===== src/rtl/mux_arb_defs.sv =====
// Shared constants for the lane-2 2:1 byte mux arbiter: bus/FIFO defaults,
// lane identifiers and the FIFO pointer-width helper.
package mux_arb_defs;

    localparam int DATA_W_DEF      = 8;
    localparam int FIFO_DEPTH_DEF  = 4;
    localparam int ALMOST_FULL_DEF = 3;

    localparam logic LANE0 = 1'b0;
    localparam logic LANE1 = 1'b1;

    // Read/write pointer width; a depth of 1 still needs one pointer bit.
    function automatic int ptr_w(input int depth);
        return (depth > 1) ? $clog2(depth) : 1;
    endfunction

endpackage


===== src/rtl/fifo_lane.sv =====
// Per-lane synchronous FIFO: head is visible on dout, and a push while full
// is accepted only when the same cycle also pops.
module fifo_lane
    import mux_arb_defs::*;
#(
    parameter  int DATA_W     = DATA_W_DEF,
    parameter  int FIFO_DEPTH = FIFO_DEPTH_DEF,
    localparam int PTR_W      = ptr_w(FIFO_DEPTH),
    localparam int CNT_W      = PTR_W + 1
) (
    input  logic              clk_4f,
    input  logic              reset,
    input  logic              push,
    input  logic              pop,
    input  logic [DATA_W-1:0] din,
    output logic [DATA_W-1:0] dout,
    output logic [CNT_W-1:0]  count,
    output logic              full,
    output logic              empty
);

    localparam logic [PTR_W-1:0] PTR_ONE = PTR_W'(1'b1);
    localparam logic [CNT_W-1:0] CNT_ONE = CNT_W'(1'b1);

    logic [DATA_W-1:0] mem_r [FIFO_DEPTH];
    logic [PTR_W-1:0]  wr_ptr_r;
    logic [PTR_W-1:0]  rd_ptr_r;
    logic [CNT_W-1:0]  count_r;
    logic              full_s;
    logic              empty_s;
    logic              wr_en_s;
    logic              rd_en_s;

    assign full_s  = (count_r == CNT_W'(FIFO_DEPTH));
    assign empty_s = (count_r == {CNT_W{1'b0}});
    assign wr_en_s = push && (!full_s || pop);
    assign rd_en_s = pop && !empty_s;

    assign dout  = mem_r[rd_ptr_r];
    assign count = count_r;
    assign full  = full_s;
    assign empty = empty_s;

    // Pointer and occupancy tracking; pointers wrap naturally.
    always_ff @(posedge clk_4f or negedge reset) begin
        if (!reset) begin
            wr_ptr_r <= {PTR_W{1'b0}};
            rd_ptr_r <= {PTR_W{1'b0}};
            count_r  <= {CNT_W{1'b0}};
        end else begin
            if (wr_en_s) begin
                wr_ptr_r <= wr_ptr_r + PTR_ONE;
            end
            if (rd_en_s) begin
                rd_ptr_r <= rd_ptr_r + PTR_ONE;
            end
            case ({wr_en_s, rd_en_s})
                2'b10:   count_r <= count_r + CNT_ONE;
                2'b01:   count_r <= count_r - CNT_ONE;
                default: count_r <= count_r;
            endcase
        end
    end

    // Storage array, cleared on reset so the head never shows stale data.
    always_ff @(posedge clk_4f or negedge reset) begin
        if (!reset) begin
            for (int i = 0; i < FIFO_DEPTH; i++) begin
                mem_r[i] <= {DATA_W{1'b0}};
            end
        end else if (wr_en_s) begin
            mem_r[wr_ptr_r] <= din;
        end
    end

endmodule


===== src/rtl/mux_arbiter_l2.sv =====
// Lane-2 2:1 byte mux: two lane FIFOs, round-robin grant into a registered
// valid/ready output. Define MUX_ARB_FIXED_PRIORITY_EN for strict lane-0 priority.
module mux_arbiter_l2
    import mux_arb_defs::*;
#(
    parameter  int DATA_W      = DATA_W_DEF,
    parameter  int FIFO_DEPTH  = FIFO_DEPTH_DEF,
    parameter  int ALMOST_FULL = ALMOST_FULL_DEF,
    localparam int CNT_W       = ptr_w(FIFO_DEPTH) + 1
) (
    input  logic              clk_4f,
    input  logic              reset,
    input  logic [DATA_W-1:0] Entrada0,
    input  logic              validEntrada0,
    input  logic [DATA_W-1:0] Entrada1,
    input  logic              validEntrada1,
    input  logic              ready,
    output logic [DATA_W-1:0] Salida,
    output logic              validsalida,
    output logic              sel,
    output logic              pausa0,
    output logic              pausa1,
    output logic              err0,
    output logic              err1
);

    logic [DATA_W-1:0] dout0_s;
    logic [DATA_W-1:0] dout1_s;
    logic [CNT_W-1:0]  count0_s;
    logic [CNT_W-1:0]  count1_s;
    logic              full0_s;
    logic              full1_s;
    logic              empty0_s;
    logic              empty1_s;
    logic              load_s;
    logic              grant_s;
    logic              grant_lane_s;
    logic              pop0_s;
    logic              pop1_s;

    logic [DATA_W-1:0] salida_r;
    logic              valid_r;
    logic              sel_r;
    logic              err0_r;
    logic              err1_r;
`ifndef MUX_ARB_FIXED_PRIORITY_EN
    logic              last_r;
`endif

    fifo_lane #(.DATA_W(DATA_W), .FIFO_DEPTH(FIFO_DEPTH)) u_fifo0 (
        .clk_4f (clk_4f),
        .reset  (reset),
        .push   (validEntrada0),
        .pop    (pop0_s),
        .din    (Entrada0),
        .dout   (dout0_s),
        .count  (count0_s),
        .full   (full0_s),
        .empty  (empty0_s)
    );

    fifo_lane #(.DATA_W(DATA_W), .FIFO_DEPTH(FIFO_DEPTH)) u_fifo1 (
        .clk_4f (clk_4f),
        .reset  (reset),
        .push   (validEntrada1),
        .pop    (pop1_s),
        .din    (Entrada1),
        .dout   (dout1_s),
        .count  (count1_s),
        .full   (full1_s),
        .empty  (empty1_s)
    );

    assign load_s = !valid_r || ready;
    assign pop0_s = grant_s && (grant_lane_s == LANE0);
    assign pop1_s = grant_s && (grant_lane_s == LANE1);

    // Grant selection from start-of-cycle occupancy; nothing moves while stalled.
    always_comb begin
        grant_s      = 1'b0;
        grant_lane_s = LANE0;
        if (load_s) begin
            case ({!empty1_s, !empty0_s})
                2'b01: begin
                    grant_s      = 1'b1;
                    grant_lane_s = LANE0;
                end
                2'b10: begin
                    grant_s      = 1'b1;
                    grant_lane_s = LANE1;
                end
                2'b11: begin
                    grant_s      = 1'b1;
`ifdef MUX_ARB_FIXED_PRIORITY_EN
                    grant_lane_s = LANE0;
`else
                    grant_lane_s = (last_r == LANE0) ? LANE1 : LANE0;
`endif
                end
                default: begin
                    grant_s      = 1'b0;
                    grant_lane_s = LANE0;
                end
            endcase
        end else begin
            grant_s      = 1'b0;
            grant_lane_s = LANE0;
        end
    end

    // Output register: load a granted head, or drop valid when both lanes are empty.
    always_ff @(posedge clk_4f or negedge reset) begin
        if (!reset) begin
            salida_r <= {DATA_W{1'b0}};
            valid_r  <= 1'b0;
            sel_r    <= LANE0;
        end else if (load_s) begin
            if (grant_s) begin
                salida_r <= (grant_lane_s == LANE1) ? dout1_s : dout0_s;
                valid_r  <= 1'b1;
                sel_r    <= grant_lane_s;
            end else begin
                valid_r  <= 1'b0;
            end
        end
    end

`ifndef MUX_ARB_FIXED_PRIORITY_EN
    // Round-robin memory; reset to lane 1 so lane 0 wins the first contention.
    always_ff @(posedge clk_4f or negedge reset) begin
        if (!reset) begin
            last_r <= LANE1;
        end else if (grant_s) begin
            last_r <= grant_lane_s;
        end
    end
`endif

    // Sticky overflow flags: a push into a full FIFO that is not popped is lost.
    always_ff @(posedge clk_4f or negedge reset) begin
        if (!reset) begin
            err0_r <= 1'b0;
            err1_r <= 1'b0;
        end else begin
            err0_r <= err0_r | (validEntrada0 && full0_s && !pop0_s);
            err1_r <= err1_r | (validEntrada1 && full1_s && !pop1_s);
        end
    end

    assign Salida      = salida_r;
    assign validsalida = valid_r;
    assign sel         = sel_r;
    assign err0        = err0_r;
    assign err1        = err1_r;
    assign pausa0      = (count0_s >= CNT_W'(ALMOST_FULL));
    assign pausa1      = (count1_s >= CNT_W'(ALMOST_FULL));

endmodule


===== config.mk =====
export PLATFORM = sky130hd
export DESIGN_NAME = mux_arbiter_l2
export DESIGN_NICKNAME = d
export VERILOG_FILES = /design/src/rtl/mux_arb_defs.sv /design/src/rtl/fifo_lane.sv /design/src/rtl/mux_arbiter_l2.sv
export SDC_FILE = /design/constraint.sdc
export NUM_CORES = 1
export LEC_CHECK = 0
export ABC_AREA = 1
export BUFFER_PORTS_ARGS = -buffer_cell sky130_fd_sc_hd__buf_2
export CORE_MARGIN = 3
export CORE_UTILIZATION = 55
export DETAILED_ROUTE_END_ITERATION = 10
export GPL_TIMING_DRIVEN = 0
export PLACE_DENSITY = 0.77
export SLEW_MARGIN = 30
export SYNTH_ARGS = -nofsm -noshare
export SYNTH_HDL_FRONTEND = slang
export SYNTH_HIERARCHICAL = 1
export SYNTH_SLANG_ARGS = --single-unit

===== constraint.sdc =====
create_clock -name clk_4f -period 2.9 [get_ports clk_4f]
set_input_delay 0.58 -clock clk_4f [delete_from_list [all_inputs] [get_ports clk_4f]]
set_output_delay 0.58 -clock clk_4f [all_outputs]
set_load 0.02 [all_outputs]

* After elaboration in Yosys (flattened, before gate mapping)
Cells that the tools add are included.
W data, S select, Z words.
** Storage, ports and cells
- Input port bits :: 21
- Word-level logic and storage cells :: 101
- Output and inout port bits :: 14
- Register bits after elaboration :: 91
** Cells by class
- Multiplexer cells :: 21
- Reduce and logical (&&, ||, !) cells :: 28
- Magnitude comparators :: 8
- Bitwise logic cells :: 7
- Equal/unequal tests :: 9
- Add/sub/neg operators :: 8
** Operators with widths (count)
- $bwmux W32 :: 2
- $mux W8 :: 7
- $bmux W8 S2 :: 2
- $demux W8 S2 :: 2
- $ge A3 B3 Y1 const B :: 4
- $logic_and A1 B1 Y1 :: 12
- $not A2 Y3 :: 4
- $pmux W3 S2 :: 2
- $add A2 B1 Y2 const B :: 4
- $eq A2 B2 Y1 const B :: 4
- $logic_not A1 Y1 :: 7
- $add A3 B1 Y3 const B :: 2
- $eq A2 B1 Y1 const B :: 3
- $eq A3 B3 Y1 const B :: 2
- $ge A3 B2 Y1 const B :: 2
- $logic_not A3 Y1 :: 2
- $lt A3 B1 Y1 const B :: 2
- $sub A3 B1 Y3 const B :: 2
- $mux W1 :: 5
- $reduce_bool A2 Y1 :: 2
- $logic_or A1 B1 Y1 :: 3
- $reduce_or A3 Y1 :: 1
- $or A1 B1 Y1 :: 2
- $pmux W1 S2 :: 1
- 2 further kinds :: 2

* Depth between registers and ports, before layout
- Depth in word-level cells :: 11
- Gate-level depth with buffers :: 19
- Mapped depth without buffers :: 18

* Modules after synthesis
Netlist, hierarchy kept.
** By module, submodules not included
- fifo_lane (u_fifo0) :: cells an instance 236, seq. area each 975.9 um2, instances 1, area an instance 2015.7 um2
- fifo_lane (u_fifo1) :: cells an instance 236, seq. area each 975.9 um2, instances 1, area an instance 2014.4 um2
- mux_arbiter_l2 :: cells an instance 97, seq. area each 326.6 um2, instances 1, area an instance 729.4 um2

* Worst setup path after synthesis
OpenSTA, ideal clock, no wires.
- Path kind :: register to register
- From :: register u_fifo1.count_r[1], in the netlist u_fifo1/count[1]
- To :: register u_fifo0.count_r[2], in the netlist u_fifo0/count[2]
- Period minus slack after synthesis :: 2516 ps
- Library setup time :: 123 ps
- Cell stages (with the launch flop) :: 19
- Slack :: 384 ps
- Buffers on the path :: 1
- Data required time :: 2777 ps
- Arrival :: 2393 ps
- Cells stage by stage :: dfrtp_1 nor2_2 nand2_1 inv_1 inv_2 o21ai_2 inv_2 nand2_1 inv_1 inv_1 nand3_2 buf_6 nand2_1 ha_1 inv_1 fa_1 nand2_1 nand3b_1 xor2_1
** Between the ends
- Cells in the longest elaborated chain, start to end :: 11
- Elaborated cells on any way between the ends :: 19
- Those cells by class :: eq/ne (5); mux (5); bitwise (1); reduce/logical (8)
** Ends and longest elaborated chain
- start: declaration :: RTL line fifo_lane.sv:28 : logic [CNT_W-1:0] count_r;
- start signal: assignment :: RTL line fifo_lane.sv:49 : count_r <= {CNT_W{1'b0}};
- start signal: assignment :: RTL line fifo_lane.sv:58 : 2'b10: count_r <= count_r + CNT_ONE;
- start signal: assignment :: RTL line fifo_lane.sv:59 : 2'b01: count_r <= count_r - CNT_ONE;
- $logic_not A3 Y1 (*) :: RTL line fifo_lane.sv:35 : assign empty_s = (count_r == {CNT_W{1'b0}});
- net empty1_s :: RTL line mux_arbiter_l2.sv:34 : logic empty1_s;
- $logic_not A1 Y1 (*) :: RTL line mux_arbiter_l2.sv:83 : case ({!empty1_s, !empty0_s})
- $eq A2 B2 Y1 or $eq A2 B1 Y1 (tied branches) :: RTL line mux_arbiter_l2.sv:83
- $reduce_or A3 Y1 (no source line) or $pmux W1 S2 (tied branches)
- $mux W1, on equally long branches :: RTL line mux_arbiter_l2.sv:83, mux_arbiter_l2.sv:82
- $mux W1 or $not A1 Y1 (tied branches) :: RTL line mux_arbiter_l2.sv:82, mux_arbiter_l2.sv:75
- $logic_and A1 B1 Y1 (*) :: RTL line mux_arbiter_l2.sv:75 : assign pop0_s = grant_s && (grant_lane_s == LANE0);
- net pop0_s :: RTL line mux_arbiter_l2.sv:38 : logic pop0_s;
- $logic_or A1 B1 Y1 :: RTL line fifo_lane.sv:36 : assign wr_en_s = push && (!full_s || pop);
- $logic_and A1 B1 Y1 :: RTL line fifo_lane.sv:36
- $eq A2 B1 Y1 or $eq A2 B2 Y1 (tied branches) :: RTL line fifo_lane.sv:57 : case ({wr_en_s, rd_en_s})
- $pmux W3 S2 or $reduce_bool A2 Y1 (tied branches)
- end signal: assignment :: RTL line fifo_lane.sv:58
- end signal: assignment :: RTL line fifo_lane.sv:59
- end signal: assignment :: RTL line fifo_lane.sv:60 : default: count_r <= count_r;
- end: declaration :: RTL line fifo_lane.sv:28
Mark *: on every way through the listed nets, which the timed path passes. The rest lies on a longest branch.
A chain may end at the register's enable or synchronous reset.

* Worst setup path in the final report
- From :: register u_fifo0.count_r[0], in the netlist u_fifo0/count[0]
- To :: register u_fifo0.count_r[2], in the netlist u_fifo0/count[2]
** Between the ends
- Cells in the longest elaborated chain, start to end :: 11
- Elaborated cells on any way between the ends :: 23
- Those cells by class :: add/sub (2); eq/ne (6); mux (5); bitwise (1); reduce/logical (9)
** Ends and longest elaborated chain
- start signal: assignment :: RTL line fifo_lane.sv:49
- start signal: assignment :: RTL line fifo_lane.sv:58
- start signal: assignment :: RTL line fifo_lane.sv:59
- $logic_not A3 Y1 (*) :: RTL line fifo_lane.sv:35
- net empty0_s :: RTL line mux_arbiter_l2.sv:33 : logic empty0_s;
- $logic_not A1 Y1 (*) :: RTL line mux_arbiter_l2.sv:83
- $eq A2 B2 Y1 or $eq A2 B1 Y1 (tied branches) :: RTL line mux_arbiter_l2.sv:83
- $reduce_or A3 Y1 (no source line) or $pmux W1 S2 (tied branches)
- $mux W1, on equally long branches :: RTL line mux_arbiter_l2.sv:83, mux_arbiter_l2.sv:82
- $mux W1 or $not A1 Y1 (tied branches) :: RTL line mux_arbiter_l2.sv:82, mux_arbiter_l2.sv:75
- $logic_and A1 B1 Y1 (*) :: RTL line mux_arbiter_l2.sv:75
- net pop0_s :: RTL line mux_arbiter_l2.sv:38
- $logic_or A1 B1 Y1 :: RTL line fifo_lane.sv:36
- $logic_and A1 B1 Y1 :: RTL line fifo_lane.sv:36
- $eq A2 B1 Y1 or $eq A2 B2 Y1 (tied branches) :: RTL line fifo_lane.sv:57
- $pmux W3 S2 or $reduce_bool A2 Y1 (tied branches)
Marks and branches as above.

==> qor.yml <==
critical_path:
  crit_type: "flip-flop to flip-flop"
  r2r_slack_ps: 170
  crit_path_start: "u_fifo0/count[0]"
  cp.depth: 19
  end_kind: "flip-flop"
  cpMostUsedCell: "inv_1"
  crit_slowest_cell: "dfrtp_2"
  crit_buf_inv: 8
  worst-path-max-fanout: 10
  r2r_cells: 19
  cp-start-kind: "flip-flop"
  path_delay_family: "simple AND/OR/NAND/NOR gates"
  max_stage_delay_ps: 450
  critPathRequiredTime_ps: 3180
  timing.rr.start: "u_fifo0/count[0]"
  path_cells: "nor2_4 > nand2_1 > inv_1 > inv_2 > o21ai_4 > inv_4 > nand2_2 > inv_1 > inv_1 > nand3_4 > buf_8 > nand2_4 > ha_2 > inv_1 > fa_2 > inv_1 > nand2_1 > nand3b_1 > xor2_1"
  reg2reg_to: "u_fifo0/count[2]"
  endpoint: "u_fifo0/count[2]"
  critical_path_arrival_ps: 3010
drt:
  drt-total-wl_mm: 11.6
  avgRoutedWirePerCell_um: 15.8
  first_iter_violations: 459
  dr.pass1.iters: 6
  drc: 0
  viasPerCell: 5.65
  num_vias: 4138
  ant_nets: 0
sta:
  max-slew-margin-rel_pct: 72.9
  finalSetupViolCount: 0
  whs_ps: 127
  finClkSkew_ps: 11.4
  slew_viol_final: 0
  finalCriticalPeriod_ps: 2730
  fin_crit_sh_pct: 94.1
  timing.fmax_ghz: 0.366
  hold_viol: 0
  worst_slew_pin_slew_ps: 406
placed_design:
  place_congestion: 0.947
  dpl.hpwl_mm: 8.39
  port_buffers: 34
power_and_ir_drop:
  leakage_nw: 2.83
  intPower_mw: 3.49
  total_power_mw: 6.27
  power_frac_comb_pct: 50.0
  ir_worst_vdd_mv: 0.498
  p_per_area_mw_per_mm2: 1160
  p_sw_share_pct: 44.3
  power_switching_mw: 2.78
  seq_power_share_pct: 36.6
  p_clk_share_pct: 13.5
logic_synthesis:
  syn_avg_cell_area_sq_um: 8.36
  synth_seq_cells: 91
  yosys_warnings: 6
  yosys.cell_types.count: 27
  yosysSeqAreaShare_pct: 47.9
  synth_cells: 569
  syn_nets: 602
  netlist_area_sq_mm: 0.00476
clock_network:
  clk_path_buf_depth: 2
  cts_buffers: 9
  root_buffer: "clkbuf_8"
  clk_pin_slew_worst_paths_ps: 90
  clkLatencyLatePin_ps: 360
  cts_sinks: 91
  cts_tree: "built"
  htree_levels: 3
layout:
  final_layout_size_suffix_gt1_share_pct: 18.5
  nets: 656
  syn_to_final_growth_pct: 13.5
  diodes: 0
worst_hold_path:
  holdCritPathClass: "input port to asynchronous set/reset pin"
die:
  num_rows: 33
  fp.dieH_um: 99.0
  core-area_sq_mm: 0.00830
  io_pins: 35
  start_util_pct: 57.3
  dieWidth_um: 99.0
  dieArea_sq_mm: 0.00981
grt:
  antenna_found_initial: 0
  grt_pass1_wl_mm: 19.3
  grtUsageTotal_pct: 24.5
  grt_start_max_net_pins: 51
  globalRoute.totalOverflow: 0
  grt_pass1_vias: 3908
run:
  maxCapViolCount: 0
outcome:
  status: "finished, final reports clean"
worst min-delay path by stage:
stage	startpoint	end	slack, ps	cells past startpoint
after detailed placement	err0	err0	450	2
after floorplan	reset	Salida[0]	280	0
final	reset	u_fifo0/count[1]	130	1
after global placement	err0	err0	440	2
after global routing	reset	u_fifo0/count[1]	140	1
after CTS	reset	u_fifo0/count[1]	140	1
layout make-up:
class | count | area [sq um]
plain buffers | 35 | 254
clock buffers | 14 | 153
clock inverters | 2 | 35.0
fillers | 703 | 2900
inverters | 48 | 185
multi-input cells | 395 | 2100
flip-flops and latches | 91 | 2280
well taps | 105 | 131
repair buffers | 43 | 264
metrics by stage:
stage / cell area, sq um / setup TNS (ps) / std cells / worst slack, ps / utilization (%)
5_1_grt: 5400 / -55.1 / 733 / -55.1 / 65.1
2_1_floorplan: 4760 / 0 / 569 / 384 / -
3_5_place_dp: 5090 / -29.1 / 709 / -29.1 / 61.4
4_1_cts: 5290 / 0 / 725 / 19.3 / 63.7
6_report: 5400 / 0 / 733 / 170 / 65.1
3_3_place_gp: 5060 / 0 / 708 / 72.2 / 61.0
Yosys cell counts:
cell        n  area (sq um)
fa_1        2          40.0
o21bai_1    1          7.51
nor3_1      2          10.0
inv_2       2          7.51
buf_2      17          85.1
inv_1      46           173
o21ai_0    36           180
nand4_1    72           450
nand3_1    12          60.1
buf_4       4          30.0
nand3_4     3          52.6
dfstp_2     1          26.3
nor2_2      2          12.5
buf_6      11           124
o22ai_1    16           100
nand2_2     2          12.5
a21o_1      2          15.0
nor2_1     32           120
nand3b_1    2          15.0
clkbuf_1    3          11.3
nand3_2     8          80.1
xor2_1      4          35.0
ha_1       10           125
dfrtp_1    90          2250
xnor2_1     4          35.0
o21ai_2     1          8.76
nand2_1   184           691
routing by layer:
metal / global-route usage (%) / vias to the layer above / routed length (um) / share of wire [%]
met2: 36.2 / 174 / 5150 / 44
met4: 8.19 / 0 / 172 / 1.5
met3: 4.03 / 16 / 970 / 8.4
met1: 36.8 / 1944 / 5290 / 46
li1: - / 2004 / - / -
met5: 0 / - / 0 / 0
power by group through the flow:
stage / sequential [mW] / clock, mW / combinational (mW)
2_1_floorplan: 2.24 / 0 / 2.17
3_3_place_gp: 2.27 / 0 / 2.78
5_1_grt: 2.35 / 0.914 / 3.54
6_report: 2.29 / 0.845 / 3.13
3_5_place_dp: 2.30 / 0 / 2.93
4_1_cts: 2.28 / 0.867 / 2.95
state kept, by name (all words and copies together) (netlist names):
name,flops
Salida,8
u_fifo1/wr_ptr_r,2
validsalida,1
u_fifo1/rd_ptr_r,2
u_fifo1/mem_r,32
u_fifo0/wr_ptr_r,2
u_fifo0/mem_r,32
err1,1
last_r,1
u_fifo0/count,3
u_fifo0/rd_ptr_r,2
sel,1
u_fifo1/count,3
err0,1
placed cells by master (no fill, tap or decap), drive strengths merged:
cell and n:
nand2 186, dfrtp 90, buf 75, nand4 72
inv 48, o21ai 37, nor2 34, nand3 23
clkbuf 17, o22ai 16, ha 10, xor2 4
xnor2 4, a21o 2, nor3 2, nand3b 2
fa 2, o21bai 1, bufinv 1, clkinv 1
dfstp 1
kinds of logic after synthesis:
logic type                 count (synthesis)  share of synthesized area (%)
adders and majority gates                 12                           3.47
DFF                                       91                           47.9
xor gates and xnor gates                   8                           1.47
AOI/OAI and AO/OA                         56                           6.55
and+or+nand+nor                          319                           31.6
buffers and inverters                     83                           9.04
what timing repair did:
item,4_1_cts,5_1_grt
setup endpoints to repair,1,3
buffers inserted,0,8
pin swaps,0,2
resized for setup,1,18
hold buffers,0,0
(Power assumes the default switching activity.)
